**src/rtl/steer_pkg.sv**
```systemverilog
// Shared definitions for the line-following steering controller.
// Holds the FSM state encoding seen on the state output, the duty ceiling,
// the signed widths of the PD datapath and a saturating duty helper.
package steer_pkg;

  // STOP is not listed here: it is reported as IDLE with an internal stop flag
  typedef enum logic [1:0] {
    ST_IDLE   = 2'd0,
    ST_TRACK  = 2'd1,
    ST_HOLD   = 2'd2,
    ST_SEARCH = 2'd3
  } state_e;

  localparam int DUTY_MAX = 255;

  // error = centroid - setpoint, delta = error - prev_error
  localparam int ERR_W   = 12;
  localparam int DELTA_W = 13;
  // Sum of a shifted 12-bit and a shifted 13-bit signed term
  localparam int CORR_W  = 14;
  // Base speed plus/minus the correction, before clamping
  localparam int SUM_W   = 16;

  // Saturate a signed wheel command into the 0..DUTY_MAX duty range
  function automatic logic [7:0] clamp_duty(input logic signed [SUM_W-1:0] v);
    if (v < 0) begin
      return 8'd0;
    end else if (v > DUTY_MAX) begin
      return 8'hFF;
    end else begin
      return v[7:0];
    end
  endfunction

endpackage

```
**src/rtl/pwm_gen.sv**
```systemverilog
// Single-wheel PWM generator.
// A prescaler divides clk by PWM_DIV to advance a free-running 8-bit counter.
// The duty is copied into a shadow register only when the counter wraps
// 255->0, so a period is never cut short by a duty change.
// Ports:
//   clk, rst  - system clock, asynchronous active-high reset
//   duty_i    - requested duty 0..255
//   pwm_o     - high while counter < shadow duty
module pwm_gen #(
  parameter int PWM_DIV = 4
) (
  input  logic       clk,
  input  logic       rst,
  input  logic [7:0] duty_i,
  output logic       pwm_o
);

  localparam int PRE_W = (PWM_DIV > 1) ? $clog2(PWM_DIV) : 1;

  logic [PRE_W-1:0] pre_q;
  logic [7:0]       cnt_q;
  logic [7:0]       shadow_q;
  logic             tick;

  assign tick = (pre_q == PRE_W'(PWM_DIV - 1));

  // Prescaler, counter and shadow reload; the reload happens on the same tick
  // that takes the counter from 255 back to 0
  always_ff @(posedge clk or posedge rst) begin
    if (rst) begin
      pre_q    <= '0;
      cnt_q    <= 8'd0;
      shadow_q <= 8'd0;
    end else if (tick) begin
      pre_q <= '0;
      cnt_q <= cnt_q + 8'd1;
      if (cnt_q == 8'd255) begin
        shadow_q <= duty_i;
      end
    end else begin
      pre_q <= pre_q + 1'b1;
    end
  end

  // Decoded straight from reset-cleared registers, so reset forces it low at once
  assign pwm_o = (cnt_q < shadow_q);

endmodule

```
**src/rtl/steer_ctrl.sv**
```systemverilog
// PD steering controller for a two-wheel line follower.
// Stage 1 registers the update event and computes the PD correction from the
// centroid; stage 2 runs the mode FSM and registers the wheel duties, so a
// TRACK update shows up two cycles after its line_valid pulse.
// Ports:
//   clk, rst                  - system clock, asynchronous active-high reset
//   enable_i                  - 0 forces IDLE with motors off
//   centroid_x_i              - line centroid, sampled with line_valid_i
//   line_valid_i/line_lost_i  - update pulses (both high counts as lost)
//   duty_left_o/duty_right_o  - registered duty commands
//   cmd_valid_o               - pulse when the duties change source
//   pwm_left_o/pwm_right_o    - motor PWM outputs
//   state_o                   - IDLE/TRACK/HOLD/SEARCH (STOP reads as IDLE)
module steer_ctrl
  import steer_pkg::*;
#(
  parameter int IMG_W        = 640,
  parameter int KP_SHIFT     = 2,
  parameter int KD_SHIFT     = 3,
  parameter int BASE_SPEED   = 128,
  parameter int SEARCH_SPEED = 96,
  parameter int LOST_HOLD    = 8,
  parameter int LOST_STOP    = 64,
  parameter int PWM_DIV      = 4
) (
  input  logic        clk,
  input  logic        rst,
  input  logic        enable_i,
  input  logic [10:0] centroid_x_i,
  input  logic        line_valid_i,
  input  logic        line_lost_i,
  output logic [7:0]  duty_left_o,
  output logic [7:0]  duty_right_o,
  output logic        cmd_valid_o,
  output logic        pwm_left_o,
  output logic        pwm_right_o,
  output logic [1:0]  state_o
);

  localparam int SETPOINT = IMG_W / 2;
  localparam int LCNT_W   = $clog2(LOST_STOP + 1);

  logic                      valid_ev, lost_ev;
  logic signed [ERR_W-1:0]   err_d;
  logic signed [DELTA_W-1:0] delta_d;
  logic signed [CORR_W-1:0]  p_term_d, d_term_d, corr_d;

  logic                      ev_valid_q, ev_lost_q;
  logic signed [CORR_W-1:0]  corr_q;
  logic signed [ERR_W-1:0]   prev_err_q;
  logic                      have_prev_q;

  logic signed [SUM_W-1:0]   sum_l_d, sum_r_d;
  logic [LCNT_W-1:0]         lost_inc_d;
  logic                      idle_plain;

  state_e                    state_q;
  logic                      stop_q;
  logic [7:0]                duty_l_q, duty_r_q;
  logic                      cmd_valid_q;
  logic [LCNT_W-1:0]         lost_cnt_q;

  // A simultaneous valid and lost pulse is a lost update
  assign lost_ev  = enable_i & line_lost_i;
  assign valid_ev = enable_i & line_valid_i & ~line_lost_i;

  // PD correction; the first valid since enable rose has no history, so delta is 0
  always_comb begin
    err_d    = ERR_W'($signed({1'b0, centroid_x_i}) - SETPOINT);
    delta_d  = '0;
    if (have_prev_q) begin
      delta_d = $signed({err_d[ERR_W-1], err_d}) - $signed({prev_err_q[ERR_W-1], prev_err_q});
    end
    p_term_d = CORR_W'(err_d >>> KP_SHIFT);
    d_term_d = CORR_W'(delta_d >>> KD_SHIFT);
    corr_d   = p_term_d + d_term_d;
  end

  // Stage 1: capture the event and, on valid, the correction and error history
  always_ff @(posedge clk or posedge rst) begin
    if (rst) begin
      ev_valid_q  <= 1'b0;
      ev_lost_q   <= 1'b0;
      corr_q      <= '0;
      prev_err_q  <= '0;
      have_prev_q <= 1'b0;
    end else begin
      ev_valid_q <= valid_ev;
      ev_lost_q  <= lost_ev;
      if (!enable_i) begin
        have_prev_q <= 1'b0;
      end
      if (valid_ev) begin
        corr_q      <= corr_d;
        prev_err_q  <= err_d;
        have_prev_q <= 1'b1;
      end
    end
  end

  // Stage 2 helpers: wheel sums and the saturating lost counter
  always_comb begin
    sum_l_d    = SUM_W'(BASE_SPEED) + SUM_W'(corr_q);
    sum_r_d    = SUM_W'(BASE_SPEED) - SUM_W'(corr_q);
    lost_inc_d = (lost_cnt_q >= LCNT_W'(LOST_STOP)) ? lost_cnt_q : lost_cnt_q + 1'b1;
    idle_plain = (state_q == ST_IDLE) && !stop_q;
  end

  // Mode FSM; cmd_valid pulses on every TRACK update and on entry to a lost mode
  always_ff @(posedge clk or posedge rst) begin
    if (rst) begin
      state_q     <= ST_IDLE;
      stop_q      <= 1'b0;
      duty_l_q    <= 8'd0;
      duty_r_q    <= 8'd0;
      cmd_valid_q <= 1'b0;
      lost_cnt_q  <= '0;
    end else begin
      cmd_valid_q <= 1'b0;
      if (!enable_i) begin
        state_q    <= ST_IDLE;
        stop_q     <= 1'b0;
        duty_l_q   <= 8'd0;
        duty_r_q   <= 8'd0;
        lost_cnt_q <= '0;
      end else if (ev_valid_q) begin
        state_q     <= ST_TRACK;
        stop_q      <= 1'b0;
        duty_l_q    <= clamp_duty(sum_l_d);
        duty_r_q    <= clamp_duty(sum_r_d);
        cmd_valid_q <= 1'b1;
        lost_cnt_q  <= '0;
      end else if (ev_lost_q && !idle_plain) begin
        lost_cnt_q <= lost_inc_d;
        if (lost_inc_d >= LCNT_W'(LOST_STOP)) begin
          if (!stop_q) begin
            cmd_valid_q <= 1'b1;
          end
          state_q  <= ST_IDLE;
          stop_q   <= 1'b1;
          duty_l_q <= 8'd0;
          duty_r_q <= 8'd0;
        end else if (lost_inc_d <= LCNT_W'(LOST_HOLD)) begin
          if (state_q != ST_HOLD) begin
            cmd_valid_q <= 1'b1;
          end
          state_q <= ST_HOLD;
        end else begin
          if (state_q != ST_SEARCH) begin
            cmd_valid_q <= 1'b1;
          end
          state_q <= ST_SEARCH;
          // Spin toward the side the line was last seen on
          if (prev_err_q[ERR_W-1]) begin
            duty_l_q <= 8'd0;
            duty_r_q <= 8'(SEARCH_SPEED);
          end else begin
            duty_l_q <= 8'(SEARCH_SPEED);
            duty_r_q <= 8'd0;
          end
        end
      end
    end
  end

  assign duty_left_o  = duty_l_q;
  assign duty_right_o = duty_r_q;
  assign cmd_valid_o  = cmd_valid_q;
  assign state_o      = state_q;

  pwm_gen #(.PWM_DIV(PWM_DIV)) u_pwm_left (
    .clk   (clk),
    .rst   (rst),
    .duty_i(duty_l_q),
    .pwm_o (pwm_left_o)
  );

  pwm_gen #(.PWM_DIV(PWM_DIV)) u_pwm_right (
    .clk   (clk),
    .rst   (rst),
    .duty_i(duty_r_q),
    .pwm_o (pwm_right_o)
  );

endmodule

```
**config.mk**
```make
export PLATFORM = sky130hd
export DESIGN_NAME = steer_ctrl
export DESIGN_NICKNAME = d
export VERILOG_FILES = /design/src/rtl/steer_pkg.sv /design/src/rtl/pwm_gen.sv /design/src/rtl/steer_ctrl.sv
export SDC_FILE = /design/constraint.sdc
export NUM_CORES = 1
export LEC_CHECK = 0
export ABC_AREA = 0
export ABC_CLOCK_PERIOD_IN_PS = 5700
export CAP_MARGIN = 20
export CORE_MARGIN = 1
export CORE_UTILIZATION = 55
export CTS_CLUSTER_DIAMETER = 40
export DETAILED_ROUTE_END_ITERATION = 6
export PLACE_DENSITY = 0.75
export SYNTH_ARGS = -nofsm -noshare
export SYNTH_HDL_FRONTEND = slang
export SYNTH_SLANG_ARGS = --single-unit
```
**constraint.sdc**
```tcl
create_clock -name clk -period 5.7 [get_ports clk]
set_clock_uncertainty 0.1 [all_clocks]
set_input_delay 1.14 -clock clk [delete_from_list [all_inputs] [get_ports clk]]
set_output_delay 1.14 -clock clk [all_outputs]
set_load 0.02 [all_outputs]
```
==> summary.log, run 1 <==
INFO  setup_path     criticalPathCategory=input pin to flip-flop
INFO  setup_path     cp_data_required_time=5850ps
INFO  synthesis      ys.flop_type=sky130_fd_sc_hd__dfrtp_1
INFO  place          placed_cell_area=5840µm²
INFO  synthesis      yosys_warnings=0
INFO  clocking       cts-resized-gates=0
INFO  layout         drive_above_1_share=10.0%
INFO  route          number_of_drc_violations_after_detailed_routing=0
INFO  timing         timing.final.hold_violations=0
INFO  floorplanning  num_rows=35
INFO  layout         number_of_nets_in_the_finished_design=638
INFO  clocking       root_buffer=sky130_fd_sc_hd__clkbuf_8
INFO  layout         multi_input_area=2900µm²
INFO  setup_path     crit_path_max_fanout=5
INFO  layout         seqCellArea=2230µm²
INFO  synthesis      synthDominantCellAreaShare=41.5%
INFO  synthesis      synth_edf_count=0
INFO  synthesis      synthesis.nets=601
INFO  timing         fin_hold_ws=333ps
INFO  synthesis      synth.top_cells.by_area=sky130_fd_sc_hd__dfrtp_1 (42%), sky130_fd_sc_hd__ha_1 (11%), sky130_fd_sc_hd__mux2_2 (4.6%)
INFO  layout         areaGrowthSynthToFinish=13.1%
INFO  setup_path     cpMostUsedCell=sky130_fd_sc_hd__ha_1
INFO  floorplanning  initial_utilization=57.5%
INFO  floorplanning  core_region_area=9330µm²
INFO  pwr            static-leakage-power=2.76nW
INFO  global_route   number_of_global_route_vias_before_repair=3920
INFO  clocking       deepest_level_of_the_cts_h_tree=3
INFO  hold_path      worst_min_path_class=flip-flop to flip-flop
INFO  clocking       cts_tree=yes
INFO  global_route   grt_first_pass_wirelength=17900µm
INFO  pwr            vdd.ir_drop.worst=0.000168V
INFO  route          drt-wirelength-per-cell=14.5µm
INFO  floorplanning  die-height=101µm
INFO  setup_path     endpoint_type_of_the_worst_setup_path=flip-flop
INFO  synthesis      async_reset_ff_share=100%
INFO  route          routed_wl=10300µm
INFO  synthesis      post_synthesis_cell_count=538
INFO  global_route   grt_start_max_net_pins=57
INFO  global_route   grt_antenna_before_repair=0
INFO  route          starting_drt_drc_count=161
INFO  timing         final_period_minus_worst_setup_slack=4680ps
INFO  floorplanning  die_width=101µm
INFO  timing         timing.max_slew.rel_slack=55.8%
INFO  route          via_per_inst=5.65
INFO  synthesis      syn-cell-area=5370µm²
INFO  timing         worst_pin_slew=658ps
INFO  clocking       number_of_buffers_inserted_by_hold_repair_at_cts=0
INFO  floorplanning  fp.dieArea=10200µm²
INFO  clocking       cts_sinks=89
INFO  place          gp_congestion=0.831
INFO  route          antenna_left=0
INFO  place          port_buffers=36
INFO  floorplanning  io-pin-count=37
INFO  timing         final-max-slew-violation-count=0
INFO  layout         antennaDiodeCount=0
INFO  timing         maxClockFrequency=213MHz
INFO  clocking       clock_tree.buffer_depth=2
INFO  global_route   global_route.overflow_total=0
INFO  synthesis      synth_seq_cells=89
INFO  route          drt_pre_antenna_iters=4
INFO  pwr            power_density=275nW/µm²
INFO  timing         finalSetupTns=0ps
INFO  timing         setup_viol=0
INFO  run_status     outcome=completed
INFO  clocking       clkLatencyLatePin=370ps
INFO  setup_path     crit_slowest_cell=sky130_fd_sc_hd__clkdlybuf4s50_1
INFO  setup_path     worst_setup_path_start_kind=input pin
INFO  clocking       post_cts_buffers=0
INFO  timing         post-route-period-util=82.2%
INFO  synthesis      syn-mean-instance-area=9.97µm²
INFO  place          dpl.hpwl=7780µm
INFO  clocking       number_of_buffers_inserted_during_clock_tree_synthesis=9
INFO  setup_path     critical_path.cell_chain=clkdlybuf4s50_1 > ha_1 > a21o_1 > a31oi_1 > o211ai_1 > o31ai_1 > xnor2_1 > and2_1 > ha_1 > o21a_1 > a2111oi_0 > nor4b_1 > or3_1 > a31o_2
INFO  clocking       clock_pin_slew_of_the_registers_on_the_worst_case_setup_and_hold_paths=90ps
INFO  layout         fillers=789
INFO  timing         grt_setup_unrepaired=no
INFO  route          route.vias.total=4003
INFO  setup_path     critical_path.max_stage_delay=450ps
INFO  layout         layout.cell_area.non_filler=6070µm²
INFO  setup_path     worst_ep_arrival_time=4830ps
INFO  synthesis      synthDominantAreaCellType=sky130_fd_sc_hd__dfrtp_1
INFO  synthesis      ys_seq_area_share=41.5%
INFO  flow_run       maximum_capacitance_violations=0
INFO  synthesis      number_of_library_cell_types_mapped_by_synthesis=67
INFO  global_route   globalRouteTotalUtil=22.4%
## registers in the layout, indices dropped and copies added (netlist names), 2 cells and up
name and flops:
prev_err_q 12, corr_q 11, duty_left_o 8, duty_right_o 8
u_pwm_left.cnt_q 8, u_pwm_left.shadow_q 8, u_pwm_right.cnt_q 8, u_pwm_right.shadow_q 8
lost_cnt_q 7, state_o 2, u_pwm_left.pre_q 2, u_pwm_right.pre_q 2
## synthesized netlist by cell type, types with 2 or more instances
| cell type | instances |
|---|---|
| sky130_fd_sc_hd__dfrtp_1 | 89 |
| sky130_fd_sc_hd__and3_1 | 7 |
| sky130_fd_sc_hd__nor4b_1 | 2 |
| sky130_fd_sc_hd__a31o_2 | 2 |
| sky130_fd_sc_hd__inv_1 | 48 |
| sky130_fd_sc_hd__nor2_1 | 32 |
| sky130_fd_sc_hd__o2bb2ai_1 | 8 |
| sky130_fd_sc_hd__nand3b_1 | 3 |
| sky130_fd_sc_hd__xor2_1 | 11 |
| sky130_fd_sc_hd__nand2b_1 | 9 |
| sky130_fd_sc_hd__a211oi_1 | 6 |
| sky130_fd_sc_hd__nor3_1 | 5 |
| sky130_fd_sc_hd__o31ai_1 | 4 |
| sky130_fd_sc_hd__o21a_1 | 4 |
| sky130_fd_sc_hd__nand4_1 | 10 |
| sky130_fd_sc_hd__or2_2 | 2 |
| sky130_fd_sc_hd__o21bai_1 | 3 |
| sky130_fd_sc_hd__mux2_2 | 22 |
| sky130_fd_sc_hd__a31oi_1 | 10 |
| sky130_fd_sc_hd__and2_1 | 11 |
| sky130_fd_sc_hd__a21oi_1 | 15 |
| sky130_fd_sc_hd__ha_1 | 46 |
| sky130_fd_sc_hd__nand3_1 | 8 |
| sky130_fd_sc_hd__a221o_1 | 2 |
| sky130_fd_sc_hd__a221o_2 | 4 |
| sky130_fd_sc_hd__a21o_1 | 11 |
| sky130_fd_sc_hd__clkbuf_1 | 9 |
| sky130_fd_sc_hd__nand2_1 | 47 |
| sky130_fd_sc_hd__xnor2_1 | 28 |
| sky130_fd_sc_hd__o211ai_1 | 3 |
| sky130_fd_sc_hd__o21ai_0 | 29 |
| sky130_fd_sc_hd__nor3b_1 | 5 |
| sky130_fd_sc_hd__nor2b_1 | 6 |
| sky130_fd_sc_hd__o31a_1 | 3 |
| sky130_fd_sc_hd__o22ai_1 | 2 |
## metal layers
metal / up-vias / GRT usage, % / wire length [µm] / part of all wire (%)
met2: 51 / 38.2 / 4980 / 49
met3: 16 / 3.47 / 221 / 2.2
li1: 1978 / - / - / -
met5: - / 0 / 0 / 0
met1: 1958 / 28.5 / 4850 / 47
met4: 0 / 9.36 / 204 / 2.0
## cells in the final DEF (no fill, tap or decap), types with 4 or more instances in the layout
cell                              count
sky130_fd_sc_hd__o21a_1               4
sky130_fd_sc_hd__a31oi_1             10
sky130_fd_sc_hd__nand4_1             10
sky130_fd_sc_hd__a21o_1              11
sky130_fd_sc_hd__and3_1               7
sky130_fd_sc_hd__nor2_1              32
sky130_fd_sc_hd__clkdlybuf4s50_1     36
sky130_fd_sc_hd__mux2_2              22
sky130_fd_sc_hd__and2_1              11
sky130_fd_sc_hd__a221o_2              4
sky130_fd_sc_hd__nor3b_1              5
sky130_fd_sc_hd__a21oi_1             15
sky130_fd_sc_hd__nand3_1              8
sky130_fd_sc_hd__xnor2_1             28
sky130_fd_sc_hd__nor2b_1              6
sky130_fd_sc_hd__nor3_1               5
sky130_fd_sc_hd__inv_1               47
sky130_fd_sc_hd__a211oi_1             6
sky130_fd_sc_hd__o21ai_0             29
sky130_fd_sc_hd__clkbuf_8             9
sky130_fd_sc_hd__nand2b_1             9
sky130_fd_sc_hd__o31ai_1              4
sky130_fd_sc_hd__o2bb2ai_1            8
sky130_fd_sc_hd__dfrtp_1             89
sky130_fd_sc_hd__xor2_1              11
sky130_fd_sc_hd__ha_1                46
sky130_fd_sc_hd__nand2_1             47
## path summary, 6_finish.rpt
| check | start | to | slack [ps] | cells past startpoint |
|---|---|---|---|---|
| setup / recovery | centroid_x_i[2] | corr_q[9] | 1020 | 14 |
| hold / removal | u_pwm_left.pre_q[0] | u_pwm_left.pre_q[0] | 330 | 1 |
| setup reg to reg | prev_err_q[2] | corr_q[9] | 1860 | 14 |
| hold reg to reg | u_pwm_left.pre_q[0] | u_pwm_left.pre_q[0] | 330 | 1 |
| max in group asynchronous | rst | corr_q[6] | 3710 | 4 |
| min in group asynchronous | rst | u_pwm_left.cnt_q[6] | 840 | 2 |
## layout make-up
cell class | instances | area share, %
Clock inverter | 7 | 1.28
Timing Repair Buffer | 38 | 6.51
Sequential cell | 89 | 36.7
Tap cell | 129 | 2.66
Clock buffer | 9 | 2.04
Inverter | 49 | 3.05
Multi-Input combinational cell | 388 | 47.8
## report_power, final
part           leakage, nW  internal [W]  switching [W]
registers             1.17      0.000682      0.0000679
clock network        0.100      0.000206       0.000235
logic                 1.49      0.000219       0.000262
total                 2.76       0.00111       0.000565
## stage by stage
step	std cells	setup slack, ps	total power, W	util [%]
after floorplan	538	1460	0.00111	-
after global placement	692	791	0.00122	62.6
after detailed placement	692	702	0.00124	62.6
after CTS	708	1070	0.00168	64.8
after global routing	709	744	0.00178	65.1
final	709	1020	0.00167	65.1
## cells by family after synthesis
logic type,share of synthesized area [%]
simple gates,15.2
compound gates,16.6
flops,41.5
buf+inv,4.43
fa+ha+maj,11.1
xor+xnor,6.37
mux,4.80
## worst max-delay path: cells and delay by family
kind | cells | cell delay (ps)
fa+ha+maj | 2 | 650
simple gates | 3 | 590
xor+xnor | 1 | 90
compound gates | 7 | 1910
buf+inv | 1 | 450
Note: power is estimated with default switching activity, not from simulation.
==> inputs of run 2 (changes only) <==
ABC_CLOCK_PERIOD_IN_PS = 4700   (was 5700)
clock period = 4.7 ns   (was 5.7 ns; I/O delays follow)
==> run 2 against run 1 <==
Net effect: critical endpoint unchanged; combinational power increased by 22%; design area is 0.25% higher; first-iteration DRC count rose by 17%; register-to-register slack worse by 800 ps.
==> summary.log, run 2 (synthesized netlist as in run 1, its figures left out) <==
INFO  layout         layout_top_registers=prev_err_q: 12 flops, corr_q: 11 flops
INFO  setup_path     timing.reg2reg.worst_path_depth=14 [unchanged]
INFO  floorplanning  die-height=101µm [unchanged]
INFO  place          place.detailed.instances=695 [+0.43%]
INFO  hold_path      holdPathStages=1 [unchanged]
INFO  timing         timing.max_slew.rel_slack=61.5% [+5.7 points]
INFO  route          antenna_left=0 [unchanged]
INFO  timing         setup_viol=0 [unchanged]
INFO  floorplanning  fp.dieArea=10200µm² [unchanged]
INFO  clocking       root_buffer=sky130_fd_sc_hd__clkbuf_8
INFO  setup_path     worst_setup_path_start_kind=input pin
INFO  timing         grt_setup_unrepaired=no
INFO  global_route   globalRouteTotalUtil=22.6% [+0.17 points]
INFO  timing         worst_pin_slew=574ps [-84.5 ps]
INFO  global_route   grt_first_pass_wirelength=18100µm [+1.4%]
INFO  layout         areaGrowthSynthToFinish=13.4%
INFO  setup_path     critical_path.max_stage_delay=460ps [about the same]
INFO  clocking       number_of_buffers_inserted_by_hold_repair_at_cts=0 [unchanged]
INFO  pwr            vdd.ir_drop.worst=0.000175V [+4.5%]
INFO  flow_run       maximum_capacitance_violations=0 [unchanged]
INFO  route          route.vias.total=4000 [-0.075%]
INFO  setup_path     r2r_slack=1060ps [-800 ps]
INFO  global_route   grt_antenna_before_repair=0 [unchanged]
INFO  layout         mostFrequentLayoutCell=sky130_fd_sc_hd__dfrtp_1
INFO  clocking       post_cts_buffers=0 [unchanged]
INFO  timing         final_period_minus_worst_setup_slack=4310ps
INFO  route          drt_pre_antenna_iters=4 [unchanged]
INFO  setup_path     criticalPathCategory=input pin to flip-flop
INFO  clocking       cts-resized-gates=0 [unchanged]
INFO  layout         fillers=732 [-7.2%]
INFO  pwr            total_power=0.00202W [+21%]
INFO  layout         final_cells=712 [+0.42%]
INFO  timing         timing.final.hold_violations=0 [unchanged]
INFO  route          starting_drt_drc_count=189 [+17%]
INFO  clocking       clkLatencyLatePin=350ps [-20 ps]
INFO  global_route   grt_start_max_net_pins=58 [+1.8%]
INFO  setup_path     worst_r2r_endpoint=corr_q[9]
INFO  floorplanning  core_region_area=9330µm² [unchanged]
INFO  floorplanning  io-pin-count=37 [unchanged]
INFO  route          number_of_drc_violations_after_detailed_routing=0 [unchanged]
INFO  route          routed_wl=10300µm [+0.66%]
INFO  timing         maxClockFrequency=232MHz
INFO  clocking       cts_tree=yes
INFO  hold_path      worst_min_path_class=flip-flop to flip-flop
INFO  layout         drive_above_1_share=10.1% [+0.12 points]
INFO  clocking       deepest_level_of_the_cts_h_tree=3 [unchanged]
INFO  floorplanning  initial_utilization=57.5% [unchanged]
INFO  route          via_per_inst=5.62 [-0.50%]
INFO  floorplanning  num_rows=35 [unchanged]
INFO  layout         number_of_nets_in_the_finished_design=641 [+0.47%]
INFO  setup_path     worst_ep_arrival_time=4440ps [-390 ps]
INFO  setup_path     endpoint_type_of_the_worst_setup_path=flip-flop
INFO  global_route   number_of_global_route_vias_before_repair=3925 [+0.13%]
INFO  layout         number_of_flip_flops_in_the_largest_register=12 [unchanged]
INFO  setup_path     crit_path_max_fanout=4 [-1]
INFO  place          port_buffers=36 [unchanged]
INFO  pwr            power_density=332nW/µm² [+21%]
INFO  setup_path     cpMostUsedCell=sky130_fd_sc_hd__ha_1
INFO  setup_path     buffering_stage_count_on_the_worst_path_with_inverters_included=1 [unchanged]
INFO  run_status     outcome=completed
INFO  clocking       cts_sinks=89 [unchanged]
INFO  setup_path     cp_data_required_time=4840ps [-1010 ps]
INFO  layout         leading_cell_types_in_the_layout_fill_and_taps_excluded=sky130_fd_sc_hd__dfrtp_1 (89), sky130_fd_sc_hd__inv_1 (47), sky130_fd_sc_hd__nand2_1 (47)
INFO  setup_path     critical_path.cell_chain=clkdlybuf4s50_1 > ha_1 > a21o_1 > a31oi_1 > o211ai_1 > o31ai_1 > xnor2_1 > and2_1 > ha_1 > o21a_1 > a2111oi_0 > nor4b_1 > or3_1 > a31o_2
INFO  setup_path     rr_startpoint=prev_err_q[2]
INFO  layout         top_register=prev_err_q
INFO  timing         finalSetupTns=0ps [unchanged]
INFO  hold_path      hold_path_end=u_pwm_left.pre_q[0]
INFO  place          dpl.hpwl=7850µm [+0.94%]
INFO  route          drt-wirelength-per-cell=14.5µm [+0.24%]
INFO  clocking       clock_tree.buffer_depth=2 [unchanged]
INFO  place          gp_congestion=0.870 [+4.7%]
INFO  timing         post-route-period-util=91.6%
INFO  timing         final-max-slew-violation-count=0 [unchanged]
INFO  setup_path     crit_slowest_cell=sky130_fd_sc_hd__clkdlybuf4s50_1
INFO  pwr            static-leakage-power=2.77nW [+0.17%]
INFO  global_route   global_route.overflow_total=0 [unchanged]
INFO  setup_path     timing.critical_path.depth=14 [unchanged]
INFO  clocking       number_of_buffers_inserted_during_clock_tree_synthesis=9 [unchanged]
INFO  layout         antennaDiodeCount=0 [unchanged]
INFO  floorplanning  die_width=101µm [unchanged]
INFO  setup_path     critical_path.top_delay_family=compound AO/OA/AOI/OAI gates
INFO  clocking       clock_pin_slew_of_the_registers_on_the_worst_case_setup_and_hold_paths=90ps [about the same]
INFO  hold_path      hp-start=u_pwm_left.pre_q[0]
run 2: metrics by stage:
| stage | hold WS (ps) | instance area [µm²] | utilization [%] | setup slack [ps] |
|---|---|---|---|---|
| 6_report | 330 | 6090 | 65.3 | 392 |
| 5_1_grt | 339 | 6090 | 65.3 | 181 |
| 4_1_cts | 335 | 6060 | 65.0 | 410 |
| 3_5_place_dp | 322 | 5870 | 62.9 | 46.5 |
| 3_3_place_gp | 315 | 5870 | 62.9 | 138 |
| 2_1_floorplan | 303 | 5370 | - | 663 |
run 2: metal layers:
| metal | track usage [%] | vias to the layer above | share of wire [%] |
|---|---|---|---|
| met1 | 30.5 | 1920 | 47 |
| li1 | - | 1985 | - |
| met4 | 8.92 | 0 | 2.0 |
| met3 | 2.64 | 18 | 2.9 |
| met2 | 37.4 | 77 | 48 |
| met5 | 0 | - | 0 |
run 2: area by class of cell:
class | instances | area (µm²) | share of cell area (%)
Tap cell | 129 | 161 | 2.65
Multi-Input combinational cell | 388 | 2900 | 47.7
Clock buffer | 11 | 131 | 2.16
Sequential cell | 89 | 2230 | 36.6
Clock inverter | 5 | 62.6 | 1.03
Inverter | 49 | 185 | 3.04
Timing Repair Buffer | 41 | 418 | 6.87
run 2: worst max-delay path by stage:
stage,start,end,slack [ps]
after floorplan,centroid_x_i[2],corr_q[9],660
after global placement,centroid_x_i[2],corr_q[9],140
after detailed placement,centroid_x_i[2],corr_q[9],50
after CTS,centroid_x_i[2],corr_q[9],410
after global routing,centroid_x_i[2],corr_q[9],180
final,centroid_x_i[2],corr_q[9],390
run 2: where the power goes:
part           switching (W)  internal [W]  total [W]
Sequential         0.0000794      0.000827   0.000907
Clock               0.000278      0.000250   0.000528
Combinational       0.000319      0.000269   0.000588
==> inputs of run 3 (changes only) <==
--- a/config.mk
+++ b/config.mk
@@ -9,3 +9,2 @@
 export ABC_CLOCK_PERIOD_IN_PS = 4700
-export CAP_MARGIN = 20
 export CORE_MARGIN = 1
@@ -15,2 +14,3 @@
 export PLACE_DENSITY = 0.75
+export SKIP_LAST_GASP = 1
 export SYNTH_ARGS = -nofsm -noshare
--- a/constraint.sdc
+++ b/constraint.sdc
@@ -4,2 +4,2 @@
 set_output_delay 0.94 -clock clk [all_outputs]
-set_load 0.02 [all_outputs]
+set_load 0.05 [all_outputs]
==> run 3 against run 2 <==
Net effect: combinational power up 5.8%; design area down 0.45%; sequential power about the same; count of clock-buffer cells in the layout unchanged; critical endpoint unchanged; die area unchanged; critical path type unchanged; hold slack about the same; routed wire length up 0.21%; largest cell class unchanged; register-to-register slack better by 20 ps.
==> summary.log, run 3 (synthesized netlist as in run 1, its figures left out) <==
INFO  pwr            power_frac_comb=30.2% [+1.1 points]
INFO  global_route   grt_use_met2=37.4% [unchanged]
INFO  place          dpl.hpwl=7850µm [unchanged]
INFO  global_route   globalRouteMet3Util=2.64% [unchanged]
INFO  route          via_per_inst=5.63 [+0.14%]
INFO  clocking       number_of_buffers_inserted_by_hold_repair_at_cts=0 [unchanged]
INFO  route          number_of_drc_violations_after_detailed_routing=0 [unchanged]
INFO  global_route   number_of_global_route_vias_before_repair=3925 [unchanged]
INFO  layout         drive_above_1_share=9.97% [-0.15 points]
INFO  global_route   grt_antenna_before_repair=0 [unchanged]
INFO  pwr            total_switching_power=0.000714W [+5.6%]
INFO  place          port_buffers=36 [unchanged]
INFO  pwr            power.share.sequential=44.1% [-0.7 points]
INFO  timing         setup_viol=0 [unchanged]
INFO  clocking       cts_sinks=89 [unchanged]
INFO  setup_path     endpoint_type_of_the_worst_setup_path=flip-flop
INFO  floorplanning  initial_utilization=57.5% [unchanged]
INFO  timing         post-route-period-util=91.3% [-0.32 points]
INFO  pwr            sw_frac_of_total=34.7% [+1.3 points]
INFO  global_route   global_route.overflow_total=0 [unchanged]
INFO  clocking       clock_tree.buffer_depth=2 [unchanged]
INFO  floorplanning  io-pin-count=37 [unchanged]
INFO  timing         worst_pin_slew=985ps [+411 ps]
INFO  layout         layout.cell_area.non_filler=6060µm² [-0.45%]
INFO  timing         timing.max_slew.rel_slack=34.2% [-27 points]
INFO  setup_path     cp_data_required_time=4840ps [about the same]
INFO  clocking       cts-resized-gates=0 [unchanged]
INFO  layout         number_of_flip_flops_in_the_largest_register=12 [unchanged]
INFO  timing         timing.final.hold_violations=0 [unchanged]
INFO  setup_path     crit_path_max_fanout=4 [unchanged]
INFO  route          drt-wirelength-per-cell=14.6µm [+0.35%]
INFO  layout         leading_cell_types_in_the_layout_fill_and_taps_excluded=sky130_fd_sc_hd__dfrtp_1 (89), sky130_fd_sc_hd__inv_1 (47), sky130_fd_sc_hd__nand2_1 (47)
INFO  setup_path     crit_slowest_cell=sky130_fd_sc_hd__clkdlybuf4s50_1
INFO  place          placed_cell_area=5870µm² [unchanged]
INFO  timing         final_period_minus_worst_setup_slack=4290ps [-14.8 ps]
INFO  timing         final-max-slew-violation-count=0 [unchanged]
INFO  route          antenna_left=0 [unchanged]
INFO  pwr            power_report.internal_total=0.00134W [-0.20%]
INFO  layout         fillers=733 [+0.14%]
INFO  floorplanning  core_region_area=9330µm² [unchanged]
INFO  pwr            vdd.ir_drop.worst=0.000175V [about the same]
INFO  pwr            power_density=340nW/µm² [+2.2%]
INFO  route          routed_wl=10300µm [+0.21%]
INFO  clocking       cts_tree=yes
INFO  setup_path     critical_path.max_stage_delay=460ps [about the same]
INFO  clocking       post_cts_buffers=0 [unchanged]
INFO  floorplanning  fp.dieArea=10200µm² [unchanged]
INFO  flow_run       maximum_capacitance_violations=0 [unchanged]
INFO  clocking       clock_pin_slew_of_the_registers_on_the_worst_case_setup_and_hold_paths=90ps [about the same]
INFO  layout         number_of_nets_in_the_finished_design=640 [-0.16%]
INFO  run_status     outcome=completed
INFO  layout         antennaDiodeCount=0 [unchanged]
INFO  global_route   globalRouteTotalUtil=22.6% [unchanged]
INFO  hold_path      worst_min_path_class=flip-flop to flip-flop
INFO  route          starting_drt_drc_count=212 [+12%]
INFO  pwr            p_clk_share=25.7% [-0.4 points]
INFO  clocking       number_of_buffers_inserted_during_clock_tree_synthesis=9 [unchanged]
INFO  place          gp_congestion=0.870 [unchanged]
INFO  layout         mostFrequentLayoutCell=sky130_fd_sc_hd__dfrtp_1
INFO  layout         areaGrowthSynthToFinish=12.9%
INFO  route          route.vias.total=4000 [unchanged]
INFO  setup_path     worst_ep_arrival_time=4440ps [about the same]
INFO  layout         layout_top_registers=prev_err_q: 12 flops, corr_q: 11 flops
INFO  clocking       clkLatencyLatePin=360ps [about the same]
INFO  timing         worst_slack=407ps [+14.8 ps]
INFO  clocking       deepest_level_of_the_cts_h_tree=3 [unchanged]
INFO  route          drt_pre_antenna_iters=4 [unchanged]
INFO  clocking       root_buffer=sky130_fd_sc_hd__clkbuf_8
INFO  global_route   grt_first_pass_wirelength=18100µm [unchanged]
INFO  global_route   grt_start_max_net_pins=58 [unchanged]
INFO  floorplanning  die-height=101µm [unchanged]
INFO  place          placement.setup.worst_slack=46.5ps [unchanged]
INFO  floorplanning  num_rows=35 [unchanged]
INFO  global_route   grtUsageMet1=30.5% [unchanged]
INFO  timing         finalSetupTns=0ps [unchanged]
INFO  global_route   gr-max-usage-layer=met2
INFO  timing         grt_setup_unrepaired=no
INFO  setup_path     critical_path.cell_chain=clkdlybuf4s50_1 > ha_1 > a21o_1 > a31oi_1 > o211ai_1 > o31ai_1 > xnor2_1 > and2_1 > ha_1 > o21a_1 > a2111oi_0 > nor4b_1 > or3_1 > a31o_2
INFO  setup_path     worst_setup_path_start_kind=input pin
INFO  pwr            static-leakage-power=2.76nW [-0.46%]
INFO  timing         maxClockFrequency=233MHz [+0.35%]
INFO  layout         top_register=prev_err_q
INFO  setup_path     cpMostUsedCell=sky130_fd_sc_hd__ha_1
INFO  floorplanning  die_width=101µm [unchanged]
INFO  setup_path     criticalPathCategory=input pin to flip-flop
-- run 3: cell types whose count changed in the layout (fill, tap and decap cells not counted), sizes merged --
cell	change
buf	-1
-- run 3: power groups by stage --
stage / clock, W / sequential (W) / combinational, W
final: 0.000529 / 0.000907 / 0.000622
after global routing: 0.000574 / 0.000920 / 0.000701
after CTS: 0.000546 / 0.000907 / 0.000622
after detailed placement: 0 / 0.000922 / 0.000618
after global placement: 0 / 0.000919 / 0.000600
after floorplan: 0 / 0.000956 / 0.000425
-- run 3: layout make-up --
| type | instances | area, µm² | share of cell area, % |
|---|---|---|---|
| multi-input cells | 388 | 2900 | 47.9 |
| clock buffers | 11 | 131 | 2.17 |
| flip-flops and latches | 89 | 2230 | 36.8 |
| inverters | 49 | 185 | 3.06 |
| well taps | 129 | 161 | 2.66 |
| clock inverters | 5 | 62.6 | 1.03 |
| repair buffers | 40 | 390 | 6.44 |
-- run 3: path summary, 6_finish.rpt --
path                                startpoint                  end  slack [ps]  depth (start not counted)
min                        u_pwm_left.pre_q[0]  u_pwm_left.pre_q[0]         330                          1
min in group asynchronous                  rst  u_pwm_left.pre_q[0]         990                          2
max reg2reg                      prev_err_q[2]            corr_q[9]        1080                         14
max                            centroid_x_i[2]            corr_q[9]         410                         14
max in group asynchronous                  rst            corr_q[9]        2520                          3
min reg2reg                u_pwm_left.pre_q[0]  u_pwm_left.pre_q[0]         330                          1
-- run 3: stage by stage --
stage / total power, W / std cells / util, % / hold slack, ps
floorplan: 0.00138 / 538 / - / 303
global placement: 0.00152 / 695 / 62.9 / 315
detailed placement: 0.00154 / 695 / 62.9 / 322
CTS: 0.00208 / 711 / 65.0 / 335
global route: 0.00219 / 711 / 65.0 / 339
finish: 0.00206 / 711 / 65.0 / 330
-- run 3: critical path: cells and delay by family --
| family | cells | cell delay, ps |
|---|---|---|
| compound gates | 7 | 1710 |
| fa+ha+maj | 2 | 650 |
| simple gates | 3 | 600 |
| buf+inv | 1 | 460 |
| xor+xnor | 1 | 90 |
-- run 3: per-layer routing --
layer	up-vias	wire [µm]
met5	-	0
met1	1920	4850
met4	0	196
li1	1986	-
met3	18	299
met2	76	5000
==> patch (settings of run 2) <==
Set the parameter `LOST_STOP` to 32 (it was 64).
--- a/src/rtl/steer_ctrl.sv
+++ b/src/rtl/steer_ctrl.sv
@@ -20,7 +20,7 @@
   parameter int BASE_SPEED   = 128,
   parameter int SEARCH_SPEED = 96,
   parameter int LOST_HOLD    = 8,
-  parameter int LOST_STOP    = 64,
+  parameter int LOST_STOP    = 32,
   parameter int PWM_DIV      = 4
 ) (
   input  logic        clk,
Function: same outputs for any inputs over 4 cycles, from zero or initial values and one cycle with rst high; that may be too few to reach the edited logic, so the function may still have changed.
==> patch against run 2 <==
Sequential share of layout area rose by 0.61 points; first-iteration DRC count fell by 35%; non-clock buffer count fell by 2; total power fell by 1.1%; sequential cell count fell by 1; count of clock-buffer cells in the layout fell by 1; final area fell by 2.7%; critical path type unchanged; area after synthesis fell by 2.2%; setup slack got worse by 0.015 ns; largest power group unchanged; routed wire length fell by 5.1%.
==> patch: results (changes against run 2) <==
Hold path
  • Hold Crit Start: u_pwm_right.pre_q[0]$_DFF_PP0_ (was u_pwm_left.pre_q[0]$_DFF_PP0_)
  • Min-Delay Path Class: register to register (unchanged)

Detailed routing
  • Vias/cell: 5.496 (was 5.618)
  • DR iter-0 viols: 123 (was 189)
  • Drt pass-1 iters: 4 (unchanged)
  • Routed Wire Length: 9.797 mm (was 10.32 mm)

Finish
  • N_diodes: 0 (unchanged)
  • Top Registers: prev_err_q: 12 flops, corr_q: 11 flops (unchanged)
  • Fill count: 729 (was 732)
  • Fin nets: 647 (was 641)
  • Fraction of layout instances using a drive strength above 1: 6.791% (was 10.12%)

Global routing
  • Vias in the first global route: 3,933 (was 3,925)
  • GR Util All Layers: 22.03% (was 22.60%)
  • First-pass GRT wire length: 17.51 mm (was 18.11 mm)
  • Initial antenna violation count: 0 (unchanged)
  • Pin count of the biggest net entering global routing: 54 (was 58)

Worst setup path
  • Crit path max fanout: 5 (was 4)
  • CP arrival: 4.49 ns (was 4.44 ns)
  • Critical path startpoint: centroid_x_i[2] (unchanged)
  • Reg2reg setup slack: 1.04 ns (was 1.06 ns)
  • R2r startpoint: prev_err_q[2]$_DFFE_PP0P_ (unchanged)

Yosys
  • Sequential share of the synthesized area: 41.97% (was 41.50%)
  • Area share of the largest cell type after synthesis: 41.97% (was 41.50%)
  • Ys flop type: dfrtp_1 (unchanged)
  • Post-synth top cells: dfrtp_1, nand2_1, ha_1, inv_1, nor2_1 (was dfrtp_1, inv_1, nand2_1, ha_1, nor2_1)
  • Synth warnings: 0 (unchanged)
  • Syn Nets: 616 (was 601)
  • Synth cell types: 66 (was 67)
  • Ranking of synthesized cells by area: dfrtp_1, ha_1, nand2_1 (was dfrtp_1, ha_1, mux2_2)
  • Ys async rst share: 100.0% (unchanged)

Power
  • Lkg Pwr: 2.717 nW (was 2.768 nW)
  • VDD IR max: 169.2 uV (was 175.1 uV)

Run status
  • Status: completed (unchanged)

Clock network
  • Cts bufs inserted: 9 (unchanged)
  • Root Driver: clkbuf_8 (unchanged)
  • Clk_lat worst skew: 0.37 ns (was 0.35 ns)
  • CTS resizes: 0 (unchanged)
  • Post-CTS setup buffer count: 0 (unchanged)
  • Clk buf depth: 2 (unchanged)
  • Clock transition at the registers of the reported paths: ~0.10 ns
  • CTS H-Tree Depth: 3 (unchanged)

STA
  • Hold Slack: 0.3309 ns (was 0.3298 ns)
  • Max_slew headroom: 38.85% (was 61.50%)

Place
  • GP Congestion: 0.9009 (was 0.8700)
  • # port buffers: 36 (unchanged)
  • Post-DP HPWL: 7.469 mm (was 7.853 mm)
  • Placed cell area: 5710 um^2 (was 5866 um^2)
patch: changes by cell type after synthesis, sizes merged, moves of 6 or more:
cell / delta
o21ai: +18
mux2: -15
nand2: +15
nor2: +10
o2bb2ai: -8
a31oi: -7
clkbuf: +7
and3: -6
xnor2: -6
xor2: +6
patch: kinds of logic after synthesis:
logic type	after synthesis	share of synthesized area (%)
and+or+nand+nor	177	16.93
muxes	11	2.266
xor gates and xnor gates	39	6.511
buffers and inverters	63	4.698
DFF	88	41.97
adders and majority gates	47	11.35
AOI/OAI and AO/OA	128	16.27
patch: power breakdown:
group | internal (mW) | switching [mW]
clock | 0.267 | 0.292
sequential | 0.818 | 0.0893
combinational | 0.247 | 0.287
total | 1.33 | 0.668
patch: layout make-up:
| cell class | instances | share of cell area, % |
|---|---|---|
| tap | 129 | 2.726 |
| clock inverter | 6 | 1.226 |
| clock buffer | 10 | 2.325 |
| sequential | 88 | 37.19 |
| timing repair buffer | 39 | 6.467 |
| inverter | 44 | 2.811 |
| multi-input combinational | 402 | 47.25 |
patch: path summary, 6_finish.rpt:
check	end	depth (start not counted)
setup / recovery	corr_q[9]$_DFFE_PP0P_	15
hold / removal	u_pwm_right.pre_q[0]$_DFF_PP0_	1
setup reg to reg	corr_q[9]$_DFFE_PP0P_	15
hold reg to reg	u_pwm_right.pre_q[0]$_DFF_PP0_	1
max in group asynchronous	prev_err_q[6]$_DFFE_PP0P_	3
min in group asynchronous	u_pwm_right.cnt_q[3]$_DFFE_PP0P_	2
patch: metrics by stage:
stage | std cells | total power [mW] | worst slack (ns) | util [%]
after floorplan | 553 | 1.313 | 0.8054 | -
after global placement | 702 | 1.434 | 0.1328 | 61.80
after detailed placement | 702 | 1.455 | 0.02364 | 61.80
after CTS | 718 | 2.017 | 0.3952 | 64.08
after global routing | 718 | 2.125 | 0.1360 | 64.08
final | 718 | 2.000 | 0.3773 | 64.08
patch: per-layer routing:
metal / GRT usage (%) / wire length (um) / share of wire, % / vias up
li1: - / - / - / 1996
met1: 27.96 / 4666 / 48 / 1881
met2: 37.29 / 4740 / 48 / 56
met3: 3.373 / 235 / 2.4 / 13
met4: 9.729 / 155 / 1.6 / 0
met5: 0 / 0 / 0 / -
patch: critical path, stage by stage:
cell and delay (ns):
clkdlybuf4s50_1 0.45, ha_1 0.33, a21o_1 0.16, a31oi_1 0.32, o21ba_2 0.20, o21bai_1 0.07
xor2_1 0.14, and2_1 0.16, ha_1 0.22, a211oi_1 0.31, o21ai_1 0.16, a2111oi_0 0.39
and4b_1 0.26, o21a_1 0.17, o31ai_1 0.22
